===== config.mk =====
export PLATFORM = sky130hd
export DESIGN_NAME = muldiv_seq_flat
export DESIGN_NICKNAME = d
export VERILOG_FILES = /design/src/rtl/muldiv_pkg.sv /design/src/rtl/muldiv_seq_if.sv /design/src/rtl/md_cycle_counter.sv /design/src/rtl/muldiv_seq.sv /design/src/flat_wrapper.sv
export SDC_FILE = /design/constraint.sdc
export NUM_CORES = 1
export LEC_CHECK = 0
export ABC_AREA = 1
export CAP_MARGIN = 20
export CORE_MARGIN = 4
export CORE_UTILIZATION = 45
export DETAILED_ROUTE_END_ITERATION = 10
export GPL_ROUTABILITY_DRIVEN = 0
export PLACE_DENSITY_LB_ADDON = 0.1
export SETUP_SLACK_MARGIN = 0.05
export SYNTH_ARGS = -nofsm -noshare
export SYNTH_HDL_FRONTEND = slang
export SYNTH_SLANG_ARGS = --single-unit
export TNS_END_PERCENT = 1

===== constraint.sdc =====
create_clock -name clk -period 1.8 [get_ports clk]
set_input_delay 0.27 -clock clk [delete_from_list [all_inputs] [get_ports clk]]
set_output_delay 0.27 -clock clk [all_outputs]
set_load 0.05 [all_outputs]

===== src/rtl/muldiv_pkg.sv =====
`default_nettype none
// ============================================================================
//  Module   : muldiv_pkg
//  Purpose  : Shared op/state encodings and default cycle counts for the
//             mult/div sequencer.
//  Revision : 1.0  initial release
// ============================================================================
package muldiv_pkg;

   // op field from ctrl_unit
   typedef logic [1:0] op_t;

   localparam op_t OP_MULT = 2'b00;
   localparam op_t OP_DIV  = 2'b01;
   localparam op_t OP_DIVM = 2'b10;
   localparam op_t OP_RSVD = 2'b11;

   // sequencer states
   localparam logic [2:0] ST_IDLE  = 3'd0;
   localparam logic [2:0] ST_RUN   = 3'd1;
   localparam logic [2:0] ST_WRITE = 3'd2;
   localparam logic [2:0] ST_DONE  = 3'd3;
   localparam logic [2:0] ST_EXC   = 3'd4;

   // default unit latencies and counter width
   localparam int DEF_MULT_CYCLES = 32;
   localparam int DEF_DIV_CYCLES  = 32;
   localparam int DEF_CNT_W       = 6;

   // true for the two divide flavours (the only ops that can trap on zero)
   function automatic logic op_is_div(input op_t op);
      return (op == OP_DIV) || (op == OP_DIVM);
   endfunction

endpackage
`default_nettype wire


===== src/rtl/muldiv_seq_if.sv =====
`default_nettype none
// ============================================================================
//  Module   : muldiv_seq_if
//  Purpose  : Request/control bundle between ctrl_unit (master) and the
//             mult/div sequencer (slave).
//  Revision : 1.0  initial release
// ============================================================================
interface muldiv_seq_if;
   import muldiv_pkg::*;

   logic start;
   op_t  op;
   logic flush;
   logic divisor_zero;

   logic mult_ctrl;
   logic div_ctrl;
   logic DIVASelect;
   logic DIVBSelect;
   logic MDSelect;
   logic HiCtrl;
   logic LoCtrl;
   logic busy;
   logic done;
   logic div0_excpt;

   modport master (
      output start, op, flush, divisor_zero,
      input  mult_ctrl, div_ctrl, DIVASelect, DIVBSelect, MDSelect,
             HiCtrl, LoCtrl, busy, done, div0_excpt
   );

   modport slave (
      input  start, op, flush, divisor_zero,
      output mult_ctrl, div_ctrl, DIVASelect, DIVBSelect, MDSelect,
             HiCtrl, LoCtrl, busy, done, div0_excpt
   );

endinterface
`default_nettype wire


===== src/rtl/md_cycle_counter.sv =====
`default_nettype none
// ============================================================================
//  Module   : md_cycle_counter
//  Purpose  : Loadable down-counter with zero flag; saturates at zero so it
//             can never wrap back to a large value.
//  Revision : 1.0  initial release
// ============================================================================
module md_cycle_counter #(
   parameter int CNT_W = 6
) (
   input  logic             clk,
   input  logic             reset,
   input  logic             load,
   input  logic [CNT_W-1:0] load_val,
   input  logic             dec,
   output logic             zero
);

   logic [CNT_W-1:0] r_count;

   // load has priority; decrement stops at zero
   always_ff @(posedge clk or negedge reset) begin
      if (!reset) begin
         r_count <= '0;
      end else if (load) begin
         r_count <= load_val;
      end else if (dec && (r_count != '0)) begin
         r_count <= r_count - CNT_W'(1);
      end
   end

   assign zero = (r_count == '0);

endmodule
`default_nettype wire


===== src/rtl/muldiv_seq.sv =====
`default_nettype none
// ============================================================================
//  Module   : muldiv_seq
//  Purpose  : Sequencer for the shared multi-cycle mult/div units and the
//             Hi/Lo registers. Accepts one start/op request, pulses the unit
//             start line, waits N cycles, writes Hi/Lo, then reports done.
//             Divide-by-zero is caught at acceptance and nothing is launched.
//  Revision : 1.0  initial release
// ============================================================================
module muldiv_seq
   import muldiv_pkg::*;
#(
   parameter int MULT_CYCLES = DEF_MULT_CYCLES,
   parameter int DIV_CYCLES  = DEF_DIV_CYCLES,
   parameter int CNT_W       = DEF_CNT_W
) (
   input  logic        clk,
   input  logic        reset,
   muldiv_seq_if.slave bus
);

   // counter preload is N-1 so RUN lasts exactly N cycles
   localparam logic [CNT_W-1:0] MULT_LOAD = CNT_W'(MULT_CYCLES - 1);
   localparam logic [CNT_W-1:0] DIV_LOAD  = CNT_W'(DIV_CYCLES - 1);

   logic [2:0]       r_state;
   logic [2:0]       w_next;

   logic             w_ready;
   logic             w_accept;
   logic             w_div0;
   logic             w_launch;
   logic             w_is_mult;
   logic             w_cnt_zero;
   logic [CNT_W-1:0] w_load_val;

   logic r_mult_ctrl;
   logic r_div_ctrl;
   logic r_diva_sel;
   logic r_divb_sel;
   logic r_md_sel;
   logic r_hi_ctrl;
   logic r_lo_ctrl;
   logic r_busy;
   logic r_done;
   logic r_div0;

   // a request is only looked at in IDLE or DONE; flush and reserved op squash it
   assign w_ready    = (r_state == ST_IDLE) || (r_state == ST_DONE);
   assign w_accept   = w_ready && bus.start && !bus.flush && (bus.op != OP_RSVD);
   assign w_div0     = w_accept && op_is_div(bus.op) && bus.divisor_zero;
   assign w_launch   = w_accept && !w_div0;
   assign w_is_mult  = (bus.op == OP_MULT);
   assign w_load_val = w_is_mult ? MULT_LOAD : DIV_LOAD;

   md_cycle_counter #(
      .CNT_W (CNT_W)
   ) u_cnt (
      .clk      (clk),
      .reset    (reset),
      .load     (w_launch),
      .load_val (w_load_val),
      .dec      (r_state == ST_RUN),
      .zero     (w_cnt_zero)
   );

   // next-state logic; flush overrides everything
   always_comb begin
      w_next = r_state;
      if (bus.flush) begin
         w_next = ST_IDLE;
      end else begin
         case (r_state)
            ST_IDLE, ST_DONE: begin
               if (w_div0)        w_next = ST_EXC;
               else if (w_launch) w_next = ST_RUN;
               else               w_next = ST_IDLE;
            end
            ST_RUN:   w_next = w_cnt_zero ? ST_WRITE : ST_RUN;
            ST_WRITE: w_next = ST_DONE;
            ST_EXC:   w_next = ST_IDLE;
            default:  w_next = ST_IDLE;
         endcase
      end
   end

   // state register and fully registered outputs derived from the next state
   always_ff @(posedge clk or negedge reset) begin
      if (!reset) begin
         r_state     <= ST_IDLE;
         r_mult_ctrl <= 1'b0;
         r_div_ctrl  <= 1'b0;
         r_diva_sel  <= 1'b0;
         r_divb_sel  <= 1'b0;
         r_md_sel    <= 1'b0;
         r_hi_ctrl   <= 1'b0;
         r_lo_ctrl   <= 1'b0;
         r_busy      <= 1'b0;
         r_done      <= 1'b0;
         r_div0      <= 1'b0;
      end else begin
         r_state     <= w_next;
         r_mult_ctrl <= w_launch && w_is_mult;
         r_div_ctrl  <= w_launch && !w_is_mult;
         r_divb_sel  <= 1'b0;
         r_hi_ctrl   <= (w_next == ST_WRITE);
         r_lo_ctrl   <= (w_next == ST_WRITE);
         r_busy      <= (w_next == ST_RUN) || (w_next == ST_WRITE) || (w_next == ST_EXC);
         r_done      <= (w_next == ST_DONE);
         r_div0      <= (w_next == ST_EXC);
         // operand/result routing is latched at launch and held until the next one
         if (w_launch) begin
            r_md_sel   <= w_is_mult;
            r_diva_sel <= (bus.op == OP_DIVM);
         end
      end
   end

   assign bus.mult_ctrl  = r_mult_ctrl;
   assign bus.div_ctrl   = r_div_ctrl;
   assign bus.DIVASelect = r_diva_sel;
   assign bus.DIVBSelect = r_divb_sel;
   assign bus.MDSelect   = r_md_sel;
   assign bus.HiCtrl     = r_hi_ctrl;
   assign bus.LoCtrl     = r_lo_ctrl;
   assign bus.busy       = r_busy;
   assign bus.done       = r_done;
   assign bus.div0_excpt = r_div0;

endmodule
`default_nettype wire


===== src/flat_wrapper.sv =====
// flat-port wrapper written by rule: the top's interface ports become plain ports
module muldiv_seq_flat import muldiv_pkg::*;
#(
   parameter int MULT_CYCLES = DEF_MULT_CYCLES,
   parameter int DIV_CYCLES  = DEF_DIV_CYCLES,
   parameter int CNT_W       = DEF_CNT_W
)
  (clk, reset, bus_start, bus_op, bus_flush, bus_divisor_zero, bus_mult_ctrl, bus_div_ctrl, bus_DIVASelect, bus_DIVBSelect, bus_MDSelect, bus_HiCtrl, bus_LoCtrl, bus_busy, bus_done, bus_div0_excpt);
  muldiv_seq_if bus_i ();
  input  logic clk;
  input  logic reset;
  input wire logic [$bits(bus_i.start)-1:0] bus_start;
  input wire logic [$bits(bus_i.op)-1:0] bus_op;
  input wire logic [$bits(bus_i.flush)-1:0] bus_flush;
  input wire logic [$bits(bus_i.divisor_zero)-1:0] bus_divisor_zero;
  output wire logic [$bits(bus_i.mult_ctrl)-1:0] bus_mult_ctrl;
  output wire logic [$bits(bus_i.div_ctrl)-1:0] bus_div_ctrl;
  output wire logic [$bits(bus_i.DIVASelect)-1:0] bus_DIVASelect;
  output wire logic [$bits(bus_i.DIVBSelect)-1:0] bus_DIVBSelect;
  output wire logic [$bits(bus_i.MDSelect)-1:0] bus_MDSelect;
  output wire logic [$bits(bus_i.HiCtrl)-1:0] bus_HiCtrl;
  output wire logic [$bits(bus_i.LoCtrl)-1:0] bus_LoCtrl;
  output wire logic [$bits(bus_i.busy)-1:0] bus_busy;
  output wire logic [$bits(bus_i.done)-1:0] bus_done;
  output wire logic [$bits(bus_i.div0_excpt)-1:0] bus_div0_excpt;
  assign bus_i.start = bus_start;
  assign bus_i.op = bus_op;
  assign bus_i.flush = bus_flush;
  assign bus_i.divisor_zero = bus_divisor_zero;
  assign bus_mult_ctrl = bus_i.mult_ctrl;
  assign bus_div_ctrl = bus_i.div_ctrl;
  assign bus_DIVASelect = bus_i.DIVASelect;
  assign bus_DIVBSelect = bus_i.DIVBSelect;
  assign bus_MDSelect = bus_i.MDSelect;
  assign bus_HiCtrl = bus_i.HiCtrl;
  assign bus_LoCtrl = bus_i.LoCtrl;
  assign bus_busy = bus_i.busy;
  assign bus_done = bus_i.done;
  assign bus_div0_excpt = bus_i.div0_excpt;
  muldiv_seq #(.MULT_CYCLES(MULT_CYCLES), .DIV_CYCLES(DIV_CYCLES), .CNT_W(CNT_W)) u_core (.clk(clk), .reset(reset), .bus(bus_i));
endmodule

==> results by group <==
Routing
  • Vias: ~680
  • Via/cell ratio: approximately 4.6
  • ANT nets after route: 0
  • WL final: ~1.5 mm
  • WL/cell: ~10 um
  • Starting DRT DRC Count: 5
  • Drt drc: 0
  • Number of iterations in the first detailed-routing pass: 5

Power and ir drop
  • Logic pwr share: a little over a quarter
  • PwrDens: between 800 and 900 nW/um^2
  • Peak supply drop: 628 uV
  • Int Power: ~0.6 mW
  • Clock network fraction of design power: between 20% and 30%
  • Switching share of power: between 30% and 40%
  • Total Power: a little over 0.9 mW
  • Seq pwr share: roughly half
  • Switching pwr: 0.310 mW
  • P_leak: about 0.55 nW

Placement
  • Post-DP HPWL: about 1.1 mm
  • DP Area: roughly 1000 um^2
  • Dpl cells: between 100 and 150
  • Pre-CTS worst setup slack: -0.0455 ns
  • Port bufs: 15

CTS
  • Clock Sinks: 17
  • H-tree levels: 1
  • CTS Buffer Depth: 2
  • Clk root buf: clkbuf_4
  • # hold bufs at CTS: 0
  • Later-pin clock latency in the skew report: around 0.29 ns
  • CTS tree: done
  • TritonCTS buffer count: 3
  • Clock transition at path regs: roughly 0.10 ns

Finish
  • Finished Core Util: between 60% and 70%
  • Design area: around 1100 um^2
  • Layout area overhead: 21.8%
  • Antenna Cells: 0
  • Nets@finish: 133
  • Post-Layout Cell Count: roughly 150
  • Share of layout cells above drive strength 1: between 15 and 20%

Worst setup path
  • Crit Path Max Fanout: 2
  • Crit Path Category: reg -> out
  • Slowest-stage cell, CP: clkdlybuf4s50_1
  • Crit. End Element: output pin
  • Worst path buffer plus inverter count: 1
  • Startpoint Class: register
  • Slowest stage delay, CP: about 0.8 ns
  • Required @ worst endpoint: roughly 1.5 ns
  • Top cell family by delay on the critical path: buffers and inverters
  • Worst-path cell chain: clkdlybuf4s50_1
  • Worst path arrival time: roughly 1.5 ns

Logic synthesis
  • Synthesized area: between 800 and 900 um^2
  • YS warnings: 0
  • Post-Syn Nets: about 120
  • Syn Inst Count: 104
  • Avg Inst Size Synth: approximately 8.5 um^2
  • Register bit count reported by yosys: 17
  • Netlist cell types: 21
  • Seq/Total Area, Yosys: between 40 and 50%

Global routing
  • Gr usage total: approximately an eighth
  • Pin count of the biggest net entering global routing: 18
  • Antenna violations before repair: 0
  • Vias in the first global route: about 620
  • First-pass GRT wire length: between 2 and 3 mm
  • Global route overflow: 0

Timing
  • Setup slack after layout: ~0.075 ns
  • Fin Hold WS: between 0.2 and 0.3 ns
  • Hold Violations, Final: 0
  • Rel. slew slack: 66.5%
  • Worst-Margin Slew: roughly 0.5 ns
  • Crit path time final: around 1.7 ns
  • Fin crit share: between 90 and 100%
  • Slew Limit Fails: 0
  • Setup_tns: 0 ns
  • Clock Skew: roughly 0.00097 ns
  • FMAX: approximately 580 MHz
  • Final setup fails: 0
  • RSZ-0062 raised after global routing: yes

Floorplanning
  • Die H: approximately 52 um
  • Initial core utilization: about 49%
  • Rows: 15
  • Die ar.: around 2700 um^2
  • # IOs: 17
  • Die Wd: about 52 um
  • Core area: roughly 1800 um^2

Outcome
  • Status: finished, final reports clean

Min path
  • Worst hold path class: in -> async

Run
  • Max Cap Violations: 0
[metal layers]
metal	track usage, %	share of wire, %	up-vias
met5	0	0	-
met2	18.6	46	21
li1	-	-	350
met4	6.38	1.9	0
met3	3.99	6.5	4
met1	16.9	45	303
[state kept, by name, summed over array words and instances (netlist names)]
| signal | flops |
|---|---|
| u_core.bus.done | 1 |
| u_core.bus.MDSelect | 1 |
| u_core.r_state | 3 |
| u_core.bus.div_ctrl | 1 |
| u_core.bus.div0_excpt | 1 |
| u_core.u_cnt.r_count | 6 |
| u_core.bus.HiCtrl | 1 |
| u_core.bus.busy | 1 |
| u_core.bus.DIVASelect | 1 |
| u_core.bus.mult_ctrl | 1 |
[path summary, 6_finish.rpt]
kind                                          from                 endpoint  slack (ns)  depth (start not counted)
max                          u_core.bus.DIVASelect           bus_DIVASelect        0.07                          1
min                                          reset  u_core.u_cnt.r_count[2]        0.29                          2
max reg2reg                u_core.u_cnt.r_count[0]          u_core.bus.busy        0.28                          9
min reg2reg                u_core.u_cnt.r_count[0]  u_core.u_cnt.r_count[0]        0.51                          2
max in group asynchronous                    reset          u_core.bus.done        1.33                          2
min in group clk           u_core.u_cnt.r_count[0]  u_core.u_cnt.r_count[0]        0.51                          2
[power groups by stage]
| stage | sequential, mW | combinational [mW] | clock, mW |
|---|---|---|---|
| 2_1_floorplan | 0.503 | 0.139 | 0 |
| 3_3_place_gp | 0.465 | 0.246 | 0 |
| 3_5_place_dp | 0.467 | 0.247 | 0 |
| 4_1_cts | 0.459 | 0.249 | 0.207 |
| 5_1_grt | 0.466 | 0.278 | 0.230 |
| 6_report | 0.458 | 0.246 | 0.208 |
[layout make-up]
class,count,area [um^2]
fill,171,712
timing repair buffer,16,160
clock buffer,4,26.3
inverter,22,82.6
sequential,17,425
multi-input combinational,62,345
tap,25,31.3
[layout by cell type, fill, tap and decap left out]
cell type / netlist / routed
nand2_1: 19 / 19
inv_1: 17 / 17
dfrtp_1: 17 / 17
clkdlybuf4s50_1: 0 / 14
nand3_1: 9 / 9
nor2_1: 7 / 7
o21ai_1: 6 / 6
inv_2: 5 / 5
nor2_2: 4 / 4
ha_1: 4 / 4
nand2_2: 3 / 3
clkbuf_4: 0 / 3
nand4_1: 2 / 2
nand3_2: 1 / 1
a21oi_2: 1 / 1
nand3_4: 1 / 1
a21oi_1: 1 / 1
xor2_1: 1 / 1
a21boi_1: 1 / 1
o21ai_0: 1 / 1
conb_1: 1 / 1
clkbuf_1: 0 / 1
dlymetal6s2s_1: 0 / 1
buf_4: 2 / 1
[what timing repair did]
item / CTS / global route
setup buffers: 0 / 0
endpoints found under the setup margin: 0 / 6
resized for setup: 0 / 1
[synthesized netlist by cell type]
master / number / share of area [%]
nand2_1: 19 / 8.1
dfrtp_1: 17 / 48
inv_1: 17 / 7.3
nand3_1: 9 / 5.1
nor2_1: 7 / 3.0
o21ai_1: 6 / 3.4
inv_2: 5 / 2.1
ha_1: 4 / 5.7
nor2_2: 4 / 2.8
nand2_2: 3 / 2.1
buf_4: 2 / 1.7
nand4_1: 2 / 1.4
a21boi_1: 1 / 0.85
a21oi_1: 1 / 0.57
a21oi_2: 1 / 1.0
buf_6: 1 / 1.3
conb_1: 1 / 0.43
nand3_2: 1 / 1.1
nand3_4: 1 / 2.0
o21ai_0: 1 / 0.57
xor2_1: 1 / 1.0
[cells by family after synthesis]
| group | count (synthesis) | share of synthesized area [%] |
|---|---|---|
| buffers and inverters | 25 | 12.4 |
| other | 1 | 0.426 |
| flip-flops | 17 | 48.4 |
| adder cells (fa/ha/maj) | 4 | 5.69 |
| XOR/XNOR | 1 | 0.996 |
| AO/OA/AOI/OAI | 10 | 6.40 |
| AND/OR/NAND/NOR | 46 | 25.7 |
Power figures use the tool's default switching activity.
